==> config.mk <==
export PLATFORM = sky130hd
export DESIGN_NAME = alu_issue_unit
export DESIGN_NICKNAME = d
export VERILOG_FILES = /design/src/rtl/alu_issue_unit.sv
export SDC_FILE = /design/constraint.sdc
export NUM_CORES = 1
export LEC_CHECK = 0
export ABC_CLOCK_PERIOD_IN_PS = 1250
export BUFFER_PORTS_ARGS = -buffer_cell sky130_fd_sc_hd__clkbuf_2
export CORE_MARGIN = 5
export CORE_UTILIZATION = 45
export CTS_CLUSTER_SIZE = 8
export DETAILED_ROUTE_END_ITERATION = 16
export GPL_ROUTABILITY_DRIVEN = 0
export PLACE_DENSITY = 0.69
export SLEW_MARGIN = 20
export SYNTH_ARGS = -nofsm -noshare
export SYNTH_HDL_FRONTEND = slang
export SYNTH_SLANG_ARGS = --single-unit
==> constraint.sdc <==
create_clock -name clk -period 1.25 [get_ports clk]
set_input_delay 0.125 -clock clk [delete_from_list [all_inputs] [get_ports clk]]
set_output_delay 0.125 -clock clk [all_outputs]
set_load 0.005 [all_outputs]
==> src/rtl/alu_issue_unit.sv <==
// Issue stage for the 4-bit ALU: register file, valid/ready intake, operand issue to the
// external combinational ALU and single-cycle writeback of its result.
module alu_issue_unit #(
  parameter int unsigned DATA_W = 4,
  parameter int unsigned IDX_W  = 2
) (
  input  logic              clk,
  input  logic              rst_n,
  input  logic              in_valid,
  output logic              in_ready,
  input  logic [2:0]        in_op,
  input  logic [IDX_W-1:0]  in_dst,
  input  logic [IDX_W-1:0]  in_src_s,
  input  logic [IDX_W-1:0]  in_src_t,
  input  logic              load_en,
  input  logic [IDX_W-1:0]  load_idx,
  input  logic [DATA_W-1:0] load_data,
  output logic [2:0]        alu_sel,
  output logic [DATA_W-1:0] alu_rs,
  output logic [DATA_W-1:0] alu_rt,
  input  logic [DATA_W-1:0] alu_rd,
  output logic              out_valid,
  output logic [DATA_W-1:0] out_data,
  output logic [IDX_W-1:0]  out_dst,
  input  logic [IDX_W-1:0]  peek_idx,
  output logic [DATA_W-1:0] peek_data
);

  localparam int unsigned NumRegs = 2 ** IDX_W;

  typedef enum logic [1:0] {StIdle, StIssue, StWb} state_e;

  state_e state_q, state_d;

  logic accept, load_we, wb_we;

  logic [DATA_W-1:0] regs_q [NumRegs];
  logic [IDX_W-1:0]  dst_q;
  logic [2:0]        sel_q;
  logic [DATA_W-1:0] rs_q, rt_q;
  logic              out_valid_q;
  logic [DATA_W-1:0] out_data_q;
  logic [IDX_W-1:0]  out_dst_q;

  always_ff @(posedge clk or negedge rst_n) begin
    if (!rst_n) begin
      state_q <= StIdle;
    end else begin
      state_q <= state_d;
    end
  end

  always_comb begin
    state_d = state_q;
    unique case (state_q)
      StIdle:  if (accept) state_d = StIssue;
      StIssue: state_d = StWb;
      StWb:    state_d = StIdle;
      default: state_d = StIdle;
    endcase
  end

  // A load owns the register file for its cycle, so it blocks the accept.
  always_comb begin
    in_ready = (state_q == StIdle) && !load_en;
    accept   = in_valid && in_ready;
    load_we  = (state_q == StIdle) && load_en;
    wb_we    = (state_q == StIssue);
  end

  always_ff @(posedge clk or negedge rst_n) begin
    if (!rst_n) begin
      for (int i = 0; i < int'(NumRegs); i++) begin
        regs_q[i] <= '0;
      end
      dst_q       <= '0;
      sel_q       <= '0;
      rs_q        <= '0;
      rt_q        <= '0;
      out_valid_q <= 1'b0;
      out_data_q  <= '0;
      out_dst_q   <= '0;
    end else begin
      out_valid_q <= wb_we;
      // Operands are read at accept, so dst aliasing a source sees the old value.
      if (accept) begin
        dst_q <= in_dst;
        sel_q <= in_op;
        rs_q  <= regs_q[in_src_s];
        rt_q  <= regs_q[in_src_t];
      end
      if (load_we) begin
        regs_q[load_idx] <= load_data;
      end
      if (wb_we) begin
        regs_q[dst_q] <= alu_rd;
        out_data_q    <= alu_rd;
        out_dst_q     <= dst_q;
      end
    end
  end

  assign alu_sel   = sel_q;
  assign alu_rs    = rs_q;
  assign alu_rt    = rt_q;
  assign out_valid = out_valid_q;
  assign out_data  = out_data_q;
  assign out_dst   = out_dst_q;
  assign peek_data = regs_q[peek_idx];

endmodule

# Yosys cells after proc, flatten, opt, wreduce, memory -nomap -nowiden
# Cells that the tools add are included.
[word_totals]
elab_cells = 52
out_inout_bits = 23
inputBits = 25
regBits = 38
[classes]
eq_ne = 2
n_bitwise = 5
order_cmp = 7
reduce_logical = 7
muxes = 19
[op_table]
columns = ["operator", "n"]
rows = [
  ["16-bit bitwise mux", 2],
  ["16-bit two-way mux", 2],
  ["4-bit two-way mux", 8],
  ["4-bit binary-select mux with 2-bit select", 3],
  ["4-bit demux with 2-bit select", 2],
  ["3-bit >= comparator (second input constant)", 5],
  ["2-bit NOT with 3-bit output", 5],
  ["3-bit by 1-bit < comparator with 1-bit output (second input constant)", 2],
  ["1-bit logical AND", 5],
  ["2-bit case mux with 2 select lines", 1],
  ["2-bit by 1-bit equality test with 1-bit output (second input constant)", 1],
  ["2-bit zero test", 1],
  ["2-bit two-way mux", 1],
  ["2-bit inequality test (second input constant)", 1],
  ["1-bit zero test", 1],
]

# Longest topological paths before layout
[depth]
depth_word = 9
ltp_mapped = 6

# Least setup slack after synthesis
# Ideal clock, no wire load.
[synth_path]
kind = "register to register"
from = "register state_q[0]"
to = "register sel_q[0] (netlist: alu_sel[0])"
t_arrival_ps = 1290
path_buffers = 2
stages_incl_launch_ff = 6
path_slack_ps = -165
period_less_slack_ps = 1415
required_ps = 1125
path_cell_list = "dfrtp_1 > nor3_2 > and2_1 > buf_4 > buf_6 > mux2_2"
[synth_between]
elab_chain_len = 3
[synth_rtl]
columns = ["item", "line_no", "text"]
rows = [
  ["start: declaration", "33", "state_e state_q, state_d;"],
  ["start signal: assignment", "47", "state_q <= StIdle;"],
  ["start signal: assignment", "49", "state_q <= state_d;"],
  ["2-bit zero test", "65", "in_ready = (state_q == StIdle) && !load_en;"],
  ["1-bit logical AND", "65", ""],
  ["named net in_ready", "10", "output logic in_ready,"],
  ["1-bit logical AND", "66", "accept = in_valid && in_ready;"],
  ["end signal: assignment", "88", "sel_q <= in_op;"],
  ["end: declaration", "39", "logic [2:0] sel_q;"],
]
# The timed path passes the listed nets, and every way through them passes these cells.
# A chain may end at the register's enable or synchronous reset.

# Final worst setup path
[layout_path]
from = "register state_q[0]"
to = "register regs_q[12] in the netlist's numbering"
[layout_between]
elab_chain_len = 5
word_cells_on_any_way = 6
cone_classes = "1 x eq/ne; 3 x mux; 2 x reduce/logical"
[layout_rtl]
columns = ["item", "line_no", "text"]
rows = [
  ["2-bit zero test", "67", "load_we = (state_q == StIdle) && load_en;"],
  ["1-bit logical AND", "67", ""],
  ["16-bit two-way mux", "92", "if (load_we) begin"],
  ["16-bit bitwise mux", "96", "regs_q[dst_q] <= alu_rd;"],
  ["16-bit two-way mux (*)", "95", "if (wb_we) begin"],
  ["end signal: indexed assignment", "93", "regs_q[load_idx] <= load_data;"],
  ["end signal: indexed assignment", "96", ""],
  ["end: declaration", "37", "logic [DATA_W-1:0] regs_q [NumRegs];"],
]
# Mark *: on every way between the ends. The rest lies on a longest branch, timed or not.

==> qor.txt <==
clk_skew: 4.07 ps
Synth cell types: 31
first-pass GRT wire length: 8830 um
headroom to the max-slew limit: 67.8%
Rows: 24
Final min period: 1450 ps
Maximum Capacitance Violations: 0
die area: 5920 sq um
Syn Nets: 201
Fmax: 689 MHz
vias in the first global route: 1758
CTS tree: built
crit start category: register
Final Cell Area: 2890 sq um
die width: 77.0 um
Core ar.: 4350 sq um
Post-DRT Antenna Nets: 0
DR vias: 1713
Peak VDD IR: 791 uV
leakage power: 1.35 nW
Slowest-stage cell, CP: or4b_4
RSZ-0062 raised after global routing: yes
sequential-to-total area share from yosys stat: 47.1%
post-synthesis area per instance: 11.5 sq um
GRT overflow: 0
synthesis-stage register bit count: 38
commonest non-fill, non-tap cell in the layout: clkbuf_2
final setup violation count: 34
Min Hold Slack: 68.3 ps
port buffer count: 47
largest net degree at the start of global routing: 39
Setup CP Type: register to register
htree depth: 2
Syn Std Cell Area: 2020 sq um
r2r setup slk: -200 ps
failing checks: negative setup slack
pre-CTS worst setup slack: -233 ps
most frequent cells in the layout: 46 x clkbuf_2, 36 x dfrtp_1, 35 x nand2_1, 27 x buf_4, 13 x mux2_4
diode count: 0
Crit path largest cell delay: 610 ps
Pins Over Slew Limit: 0
HPWL after detailed placement: 3570 um
Crit Path Max Fanout: 5
layout cell share with drive strength beyond 1: 56.8%
final setup TNS: -4820 ps
Die H: 77.0 um
Iter 0 DRT Violations: 55
Nets: 281
CTS clock-pin slew for the worst setup and hold paths: 80 ps
pwr dens: 1730 nW/um^2
Longest Clk Path Bufs: 2
all-layer global routing usage: 18.5%
clock buffer count from CTS: 5
initial antenna violation count: 0
DRC violations left: 0
vias per cell: 5.54
crit path from: state_q[0]
# IOs: 48
critical path endpoint: regs_q[12]
Post-DP Area: 2400 sq um
Detailed Routing Iterations Pass 1: 4
Min-Delay Path Class: input port to register
WP data arrival: 1620 ps
total wire length: 5400 um
DR WL/cell: 17.5 um
Fillers: 340
area used by multi-input combinational logic: 1140 sq um
R2R depth: 3
critical path data required time: 1420 ps
CP Capture Type: register
status: finished, violations left
r2r endpoint: regs_q[12]
setup ws final: -201 ps
Initial Util: 46.4%
Slew @ Worst Pin: 483 ps
Synth-to-Final Area Change: 43.0%
Sequential cell area: 953 sq um
CTS root buf: clkbuf_8
period utilisation layout: 116%
Syn Inst Count: 176
clock sink count: 38
Worst-Skew Late Latency: 290 ps
overall power: 0.00500 W
final number of hold-violating endpoints: 0
cells along the critical path: or4b_4, o21ai_2, a31oi_1
Yosys warning count: 0
reg-to-reg startpoint: state_q[0]
==> layer usage <==
| metal | global-route usage (%) | wire (um) |
|---|---|---|
| met1 | 25.6 | 2400 |
| met2 | 28.0 | 2540 |
| met3 | 5.97 | 405 |
| met4 | 5.15 | 50 |
| met5 | 0 | 0 |
==> cells by family after synthesis <==
logic type,after synthesis,synth area share [%]
buf+inv,12,3.47
flops,38,47.1
mux,25,20.6
simple gates,77,20.3
compound gates,24,8.43
==> worst max-delay path, delay by kind of cell (launching register included) <==
kind            cells  cell delay, ps
simple gates        1             610
flops               1             460
compound gates      2             260
==> worst min path at each step <==
stage / cells after the start / end / slack (ps) / startpoint
final: 2 / alu_sel[0] / 70 / in_op[0]
after global routing: 2 / alu_sel[0] / 60 / in_op[0]
after CTS: 2 / alu_sel[2] / 40 / in_op[2]
after detailed placement: 2 / alu_rt[0] / 110 / rst_n
after global placement: 2 / alu_rt[0] / 110 / rst_n
after floorplan: 0 / alu_rs[0] / -170 / rst_n
==> timing repair <==
| action | 4_1_cts | 5_1_grt |
|---|---|---|
| resized for setup | 35 | 11 |
| endpoints found under the setup margin | 34 | 40 |
| hold buffers | 1 | 0 |
| endpoints found under the hold margin | 38 | 0 |
| cloned | 1 | 1 |
| setup buffers | 11 | 7 |
| pin swaps | 14 | 8 |
==> where the power goes <==
group | switching [W] | internal, W | leakage (nW)
Sequential | 0.000296 | 0.00163 | 0.459
Clock | 0.000444 | 0.000851 | 0.0714
Combinational | 0.000667 | 0.00112 | 0.823
Total | 0.00141 | 0.00360 | 1.35
==> registers in the layout, indices dropped and copies added (netlist names) <==
name,count
alu_rt,4
out_data,4
out_valid,1
dst_q,2
alu_rs,4
state_q,2
regs_q,16
alu_sel,3
out_dst,2
==> cell type report <==
cell class / instances / area share, %
multi-input cells: 126 / 39.5
flip-flops and latches: 38 / 33.0
repair buffers: 83 / 19.9
clock buffers: 6 / 2.86
well taps: 52 / 2.25
clock inverters: 2 / 2.08
inverters: 2 / 0.260
==> synth_stat cells <==
master / n / area (sq um)
and2_4: 1 / 8.76
buf_2: 5 / 25.0
or4bb_1: 1 / 11.3
nand4bb_1: 2 / 22.5
mux4_2: 12 / 270
nor3_2: 1 / 10.0
or4b_1: 1 / 10.0
mux2_1: 3 / 33.8
nand3_1: 8 / 40.0
o211ai_2: 4 / 50.1
inv_2: 1 / 3.75
dfrtp_1: 38 / 951
nor4bb_1: 2 / 20.0
buf_4: 1 / 7.51
nor4b_4: 1 / 23.8
mux2_2: 10 / 113
and2_1: 2 / 12.5
a31oi_1: 8 / 50.1
or4b_4: 1 / 13.8
clkbuf_1: 2 / 7.51
inv_1: 1 / 3.75
nand2b_1: 1 / 6.26
nor2_1: 8 / 30.0
nand2_1: 42 / 158
nor2b_1: 4 / 25.0
o211ai_1: 4 / 30.0
buf_6: 2 / 22.5
nand4b_1: 1 / 8.76
o21ai_0: 4 / 20.0
and4b_1: 1 / 10.0
o21ai_1: 4 / 20.0
==> metrics by stage <==
stage	std cells	util (%)
after CTS	301	63.4
after global routing	309	66.3
final	309	66.3
after detailed placement	280	55.1
after global placement	280	55.1
after floorplan	176	-
Power figures use the tool's default switching activity.
